### config.mk
export PLATFORM = sky130hd
export DESIGN_NAME = uart_tx
export DESIGN_NICKNAME = d
export VERILOG_FILES = /design/src/rtl/uart_tx.sv
export SDC_FILE = /design/constraint.sdc
export NUM_CORES = 1
export LEC_CHECK = 0
export CAP_MARGIN = 20
export CORE_UTILIZATION = 48
export CTS_CLUSTER_DIAMETER = 30
export CTS_CLUSTER_SIZE = 25
export DETAILED_ROUTE_END_ITERATION = 7
export PLACE_DENSITY = 0.75
export SLEW_MARGIN = 20
export SYNTH_ARGS = -nofsm -noshare
export SYNTH_HDL_FRONTEND = slang
export SYNTH_SLANG_ARGS = --single-unit
### constraint.sdc
create_clock -name clk -period 2.2 [get_ports clk]
set_clock_uncertainty 0.2 [all_clocks]
set_input_delay 0.44 -clock clk [delete_from_list [all_inputs] [get_ports clk]]
set_output_delay 0.44 -clock clk [all_outputs]
set_load 0.005 [all_outputs]
### src/rtl/uart_tx.sv
// 8N1/8N2 UART transmitter with a one-entry holding register and a running
// 32-bit sum of every byte whose frame has fully completed.
module uart_tx #(
  parameter int cycles_per_bit = 4,
  parameter int stop_bits      = 1
) (
  input  logic        clk,
  input  logic        rst_n,
  input  logic [7:0]  i_data,
  input  logic        i_req,
  output logic        o_serial,
  output logic        o_cts,
  output logic        o_idle,
  output logic [31:0] o_sum
);

  localparam int CW = $clog2(cycles_per_bit);
  localparam logic [CW-1:0] CYC_LAST = CW'(cycles_per_bit - 1);
  localparam logic STOP_LAST = 1'(stop_bits - 1);

  typedef enum logic [1:0] {IDLE, START, DATA, STOP} state_e;

  state_e        state_q, state_d;
  logic [7:0]    hold_q, hold_d;
  logic          hold_full_q, hold_full_d;
  logic [7:0]    shift_q, shift_d;
  logic [2:0]    bit_cnt_q, bit_cnt_d;
  logic [CW-1:0] cyc_q, cyc_d;
  logic          stop_q, stop_d;
  logic [31:0]   sum_q, sum_d;

  logic accept;
  logic bit_end;

  always_ff @(posedge clk or negedge rst_n) begin
    if (!rst_n) begin
      state_q     <= IDLE;
      hold_q      <= '0;
      hold_full_q <= 1'b0;
      shift_q     <= '0;
      bit_cnt_q   <= '0;
      cyc_q       <= '0;
      stop_q      <= 1'b0;
      sum_q       <= '0;
    end else begin
      state_q     <= state_d;
      hold_q      <= hold_d;
      hold_full_q <= hold_full_d;
      shift_q     <= shift_d;
      bit_cnt_q   <= bit_cnt_d;
      cyc_q       <= cyc_d;
      stop_q      <= stop_d;
      sum_q       <= sum_d;
    end
  end

  always_comb begin
    state_d     = state_q;
    hold_d      = hold_q;
    hold_full_d = hold_full_q;
    shift_d     = shift_q;
    bit_cnt_d   = bit_cnt_q;
    cyc_d       = cyc_q;
    stop_d      = stop_q;
    sum_d       = sum_q;

    accept  = i_req && !hold_full_q;
    bit_end = (cyc_q == '0);

    // Accept and drain are mutually exclusive: draining needs hold_full, accepting needs it clear.
    if (accept) begin
      hold_d      = i_data;
      hold_full_d = 1'b1;
    end

    if (state_q != IDLE) begin
      cyc_d = cyc_q - CW'(1);
    end

    case (state_q)
      IDLE: begin
        if (hold_full_q) begin
          state_d     = START;
          shift_d     = hold_q;
          hold_full_d = 1'b0;
          cyc_d       = CYC_LAST;
        end
      end
      START: begin
        if (bit_end) begin
          state_d   = DATA;
          bit_cnt_d = 3'd7;
          cyc_d     = CYC_LAST;
        end
      end
      DATA: begin
        if (bit_end) begin
          // Rotating rather than shifting leaves the byte intact for the sum after eight bits.
          shift_d = {shift_q[0], shift_q[7:1]};
          cyc_d   = CYC_LAST;
          if (bit_cnt_q == 3'd0) begin
            state_d = STOP;
            stop_d  = STOP_LAST;
          end else begin
            bit_cnt_d = bit_cnt_q - 3'd1;
          end
        end
      end
      STOP: begin
        if (bit_end) begin
          if (stop_q) begin
            stop_d = 1'b0;
            cyc_d  = CYC_LAST;
          end else begin
            sum_d = sum_q + {24'b0, shift_q};
            if (hold_full_q) begin
              state_d     = START;
              shift_d     = hold_q;
              hold_full_d = 1'b0;
              cyc_d       = CYC_LAST;
            end else begin
              state_d = IDLE;
              cyc_d   = '0;
            end
          end
        end
      end
      default: state_d = IDLE;
    endcase
  end

  always_comb begin
    o_serial = 1'b1;
    case (state_q)
      START:   o_serial = 1'b0;
      DATA:    o_serial = shift_q[0];
      default: o_serial = 1'b1;
    endcase
  end

  assign o_cts  = !hold_full_q;
  assign o_idle = (state_q == IDLE) && !hold_full_q;
  assign o_sum  = sum_q;

endmodule

==> impl_results.md, run 1 <==
* RD Place Congestion at 0.830
* Max-cap violations at 0
* Tcrit/Tclk final at 105%
* Num CTS Buffers at 5
* Worst-Margin Slew at 0.476 ns
* Worst R2R Start: o_sum[0]
* Synth Instances at 282
* Starting Density at 49.8%
* Met2 Wirelength at 3280 µm
* FF-to-FF End: o_sum[20]
* Clock sinks at 56
* Mapped Avg Cell Area at 10.4 µm²
* Wl on met1 at 3010 µm
* Outcome: complete, but fails checks
* Drt drc at 0
* Setup violations, final at 12
* All-Layer GR Usage at 21.7%
* Nets at 386
* Routed WL per cell at 15.2 µm
* CP delay by family, top: compound AO/OA/AOI/OAI gates
* Antenna Nets Post-Route at 0
* Core Area at 0.00592 mm²
* 1st-iter DRT viols at 68
* Worst slew margin at 68.3%
* Fill cells at 448
* Die height at 80.4 µm
* Leak at 1.79 nW
* Final min period at 2.32 ns
* Cells along the critical path: ha_2, fa_2, a21o_1, a221oi_4, a211o_4, nor2_1, xor2_1
* Worst Hold Path EP: o_sum[31]
* WP buf/inv at 0
* RSZ-0062 raised after global routing: yes
* Max Root-Sink Buffers at 2
* Worst-Skew Late Latency at 0.31 ns
* DP Wirelength at 4670 µm
* Setup crit end kind: flop
* Via Count at 2,360
* Final instance area at 0.00396 mm²
* CP max stage cell: dfrtp_1
* Clock root buffer: clkbuf_8
* Ys async rst share at 100%
* Startpoint types: flop
* Vias per cell at 5.44
* Ys Warns at 0
* Final setup TNS at -0.759 ns
* Post-Syn Nets at 309
* Initial antenna violation count at 0
* Hold slack at 0.278 ns
* Synth Cell Area at 0.00295 mm²
* Clock-pin slew on the worst setup and hold paths at 0.10 ns
* Critical path required time at 2.20 ns
* Commonest non-fill, non-tap cell in the layout: dfrtp_1
* Crit Path Max Fanout at 5
* Failing checks: setup timing
* CTS tree: built
* Worst reg2reg path depth at 7
* Max incr delay on CP at 0.39 ns
* Achievable Freq at 0.432 GHz
* Leading cell types in the layout, fill and taps excluded: 56 x dfrtp_1, 42 x clkdlybuf4s50_1, 30 x buf_4
* Routed wire length at 6580 µm
* Cell variety after synth at 48
* IR Drop Worst-Case VDD at 0.786 mV
* Fin. Hold Viols at 0
* Met3 routed WL at 155 µm
* Power density over the cells at 1320 mW/mm²
* Total grt overflow at 0
* Top_reg_cell synth: dfrtp_1
* Die width at 80.4 µm
* First-pass iteration count of the detailed router at 4
* Pin count of the biggest net entering global routing at 39
* DP Area at 0.00371 mm²
* Vias in the first global route at 2,305
* Final worst slack at -0.117 ns
* Hold Crit Depth at 1
* Post-synth EDFFs at 0
* Hold wc startpoint: o_sum[31]
* Setup slack, reg-to-reg at -0.12 ns
* Post-synthesis register bit count at 56
* Rows at 28
* WS Path Type: reg -> reg
* Setup crit start: o_sum[0]
* Max Slew Vio Count at 0
* Die area at 0.00646 mm²
* PortBufs at 45
* H-tree Lvls at 2
* Layout cells sized above 1 at 24.2%
* Path type of the worst min-delay path: reg -> reg
* CP arrival at 2.32 ns
* Top routing layer used: met4
* I/O pins at 46
* Area growth syn-to-layout at 34.4%
* Global-route wire length before repair at 10,800 µm
* Post-synthesis sequential area ratio at 47.6%
* Antenna cell count at 0
repair_timing:
action	CTS	global route
buffers inserted	2	3
hold buffers	1	0
gates resized for setup	14	19
endpoints found under the setup margin	19	25
endpoints found under the hold margin	18	0
cloned	0	0
pin swaps	10	12
logic make-up (layout without fill, tap and decap cells):
group	after synthesis	in the layout	synth area share (%)
simple gates	76	76	12.9
compound gates	66	66	14.7
flops	56	56	47.6
xor+xnor	28	28	8.32
buf+inv	23	100	3.31
mux	17	17	6.20
fa+ha+maj	16	16	7.05
stage by stage:
| step | cells | setup slack [ns] | utilization [%] | power [mW] |
|---|---|---|---|---|
| after floorplan | 282 | -0.00362 | - | 3.33 |
| after global routing | 434 | -0.225 | 66.9 | 5.62 |
| final | 434 | -0.117 | 66.9 | 5.24 |
| after detailed placement | 422 | -0.0987 | 62.7 | 4.44 |
| after CTS | 431 | -0.106 | 65.0 | 5.09 |
| after global placement | 422 | -0.0394 | 62.7 | 4.34 |
worst reg2reg max path, delay by kind of cell (launching register included):
family          cells  cell delay, ns
compound gates      3            0.85
xor+xnor            1            0.15
fa+ha+maj           2            0.55
flops               1            0.39
simple gates        1            0.07
layer usage:
| metal | global-route usage (%) | up-vias |
|---|---|---|
| li1 | - | 1151 |
| met1 | 29.0 | 1151 |
| met2 | 35.0 | 46 |
| met3 | 3.75 | 12 |
| met4 | 8.75 | 0 |
| met5 | 0 | - |
worst max-delay path by stage:
stage                      endpoint  cells after the start  slack, ns
after floorplan           o_sum[26]                      7     -0.004
after global placement    o_sum[26]                      7      -0.04
after detailed placement  o_sum[22]                      7       -0.1
after CTS                 o_sum[22]                      7      -0.11
after global routing      o_sum[20]                      7      -0.23
final                     o_sum[20]                      7      -0.12
state kept, by name, summed over array words and instances, names as in the netlist:
signal / cells
shift_q: 8
state_q: 2
cyc_q: 2
hold_full_q: 1
hold_q: 8
bit_cnt_q: 3
o_sum: 32
area by class of cell:
type                    instances  area [µm²]  share of cell area [%]
clock buffers                   5        68.8                    1.74
clock inverters                 2        12.5                   0.316
inverters                      13        48.8                    1.23
multi-input cells             203        1590                    40.3
flip-flops and latches         56        1400                    35.4
well taps                      75        93.8                    2.37
repair buffers                 80         741                    18.7
power by group:
part           switching, mW  total, mW  internal (mW)
Combinational           1.55       3.09           1.54
Sequential             0.260       1.60           1.34
Clock                  0.333      0.549          0.217
Total                   2.14       5.24           3.10
cell usage after synthesis (4+ instances only):
library cell / instances / area (µm²)
a21o_1: 4 / 30.0
a21oi_1: 28 / 140
and3_1: 6 / 37.5
dfrtp_1: 56 / 1400
ha_1: 15 / 188
inv_1: 13 / 48.8
mux2_2: 10 / 113
mux2i_1: 7 / 70.1
nand2_1: 18 / 67.6
nand3_1: 10 / 50.1
nand4_1: 6 / 37.5
nor2_1: 21 / 78.8
o21ai_0: 9 / 45.0
xnor2_1: 7 / 61.3
xor2_1: 21 / 184
No activity file was read; power rests on OpenSTA's default activity.
==> run 2: changes to the inputs <==
--- a/config.mk
+++ b/config.mk
@@ -10,6 +10,7 @@
 export CTS_CLUSTER_DIAMETER = 30
 export CTS_CLUSTER_SIZE = 25
 export DETAILED_ROUTE_END_ITERATION = 7
+export MAX_ROUTING_LAYER = met4
 export PLACE_DENSITY = 0.75
 export SLEW_MARGIN = 20
 export SYNTH_ARGS = -nofsm -noshare
==> run 2 against run 1 <==
The flow still finishes with violations (setup timing). First-iteration DRC count rose by 7.4%. Sequential cell count is the same. Critical endpoint unchanged. Die area is the same. Hold slack hardly changed. Setup slack improved by 0.0028 ns. Critical path depth is the same. Cell count is the same.
==> impl_results.md, run 2 (synthesis gave the netlist of run 1 again) <==
* Achievable Freq at 0.432 GHz
* Met3 usage at 3.75%
* RSZ-0062 raised after global routing: yes
* CP max stage cell: dfrtp_1
* Total grt overflow at 0
* PortBufs at 45
* Crit. path cell count at 7
* FF-to-FF End: o_sum[20]
* Critical path required time at 2.20 ns
* Die width at 80.4 µm
* Cells along the critical path: ha_2, fa_2, a21o_1, a221oi_4, a211o_4, nor2_1, xor2_1
* Worst slew margin at 68.3%
* Worst-Margin Slew at 0.475 ns
* Routed wire length at 6550 µm
* Setup crit start: o_sum[0]
* DP Wirelength at 4670 µm
* Tcrit/Tclk final at 105%
* Crit Path Max Fanout at 5
* Outcome: complete, but fails checks
* 1st-iter DRT viols at 73
* Core Area at 0.00592 mm²
* Antenna Nets Post-Route at 0
* Antenna cell count at 0
* Critical Path End: o_sum[20]
* Placed cells at 422
* Die height at 80.4 µm
* I/O pins at 46
* Max reg flops at 32
* H-tree Lvls at 2
* Hold Crit Depth at 1
* Leading cell types in the layout, fill and taps excluded: 56 x dfrtp_1, 42 x clkdlybuf4s50_1, 30 x buf_4
* CP delay by family, top: compound AO/OA/AOI/OAI gates
* Met2 usage at 35.0%
* Leak at 1.79 nW
* Vias per cell at 5.45
* Die area at 0.00646 mm²
* Met1 usage at 29.0%
* Failing checks: setup timing
* Global-route wire length before repair at 10,800 µm
* P_sw at 2.14 mW
* All-Layer GR Usage at 22.3%
* Startpoint types: flop
* Max Root-Sink Buffers at 2
* Clock-pin slew on the worst setup and hold paths at 0.10 ns
* Max Slew Vio Count at 0
* Sequential Power Share at 30.6%
* Worst-Skew Late Latency at 0.31 ns
* Nets at 386
* Gate power share at 59.0%
* Via Count at 2,366
* Clock sinks at 56
* Setup crit end kind: flop
* Area growth syn-to-layout at 34.4%
* Worst R2R Start: o_sum[0]
* WP buf/inv at 0
* Hold slack at 0.278 ns
* Commonest non-fill, non-tap cell in the layout: dfrtp_1
* Power density over the cells at 1320 mW/mm²
* WS Path Type: reg -> reg
* Worst reg2reg path depth at 7
* CP arrival at 2.31 ns
* Final min period at 2.31 ns
* RD Place Congestion at 0.843
* Pin count of the biggest net entering global routing at 39
* Starting Density at 49.8%
* DP Area at 0.00371 mm²
* CTS tree: built
* Cell-internal power at 3.10 mW
* Rows at 28
* Path type of the worst min-delay path: reg -> reg
* Max incr delay on CP at 0.39 ns
* IR Drop Worst-Case VDD at 0.786 mV
* Top Usage Layer GRT: met2
* Routed WL per cell at 15.1 µm
* First-pass iteration count of the detailed router at 4
* Finished Layout Cells at 434
* Final instance area at 0.00396 mm²
* Setup violations, final at 12
* Post-placement setup slack at -0.0987 ns
* Num CTS Buffers at 5
* Layout cells sized above 1 at 24.2%
* Final setup TNS at -0.757 ns
* Initial antenna violation count at 0
* Vias in the first global route at 2,305
* Setup slack, reg-to-reg at -0.11 ns
* Drt drc at 0
* Clock share of power at 10.5%
* Sw Share at 40.8%
* Max-cap violations at 0
* Final worst slack at -0.114 ns
* Clock root buffer: clkbuf_8
* Fin. Hold Viols at 0
-- run 2: cell counts in the layout (fill, tap and decap cells not counted) --
No cell type changed its count.
-- run 2: area by class of cell --
cell class,count,area [µm²]
multi-input cells,203,1590
well taps,75,93.8
clock inverters,2,12.5
repair buffers,80,741
fillers,448,1960
inverters,13,48.8
flip-flops and latches,56,1400
clock buffers,5,68.8
-- run 2: power groups by stage --
stage / Clock, mW / Combinational, mW / Sequential, mW
after floorplan: 0 / 1.77 / 1.56
after global placement: 0 / 2.74 / 1.60
after detailed placement: 0 / 2.82 / 1.61
after CTS: 0.563 / 2.92 / 1.60
after global routing: 0.598 / 3.38 / 1.65
final: 0.548 / 3.09 / 1.60
-- run 2: worst min-delay path by stage --
stage          startpoint            to  slack, ns
3_3_place_gp        rst_n     o_sum[25]       0.22
2_1_floorplan       rst_n  bit_cnt_q[0]      -0.06
3_5_place_dp        rst_n     o_sum[25]       0.23
4_1_cts         o_sum[31]     o_sum[31]       0.28
6_report        o_sum[31]     o_sum[31]       0.28
5_1_grt         o_sum[31]     o_sum[31]       0.30
-- run 2: metal layers --
layer	wire length, µm	part of all wire [%]
met4	109	1.7
met5	0	0
met3	163	2.5
met2	3300	50
met1	2970	45
-- run 2: through the flow --
step,power (mW),util (%)
after floorplan,3.33,-
after global placement,4.34,62.7
after detailed placement,4.44,62.7
after CTS,5.09,65.0
after global routing,5.62,66.9
final,5.24,66.9
-- run 2: what timing repair did --
item / CTS / global route
gates resized for setup: 14 / 19
endpoints found under the hold margin: 18 / 0
hold buffers: 1 / 0
setup buffers: 2 / 3
pin swaps: 10 / 12
endpoints found under the setup margin: 19 / 25
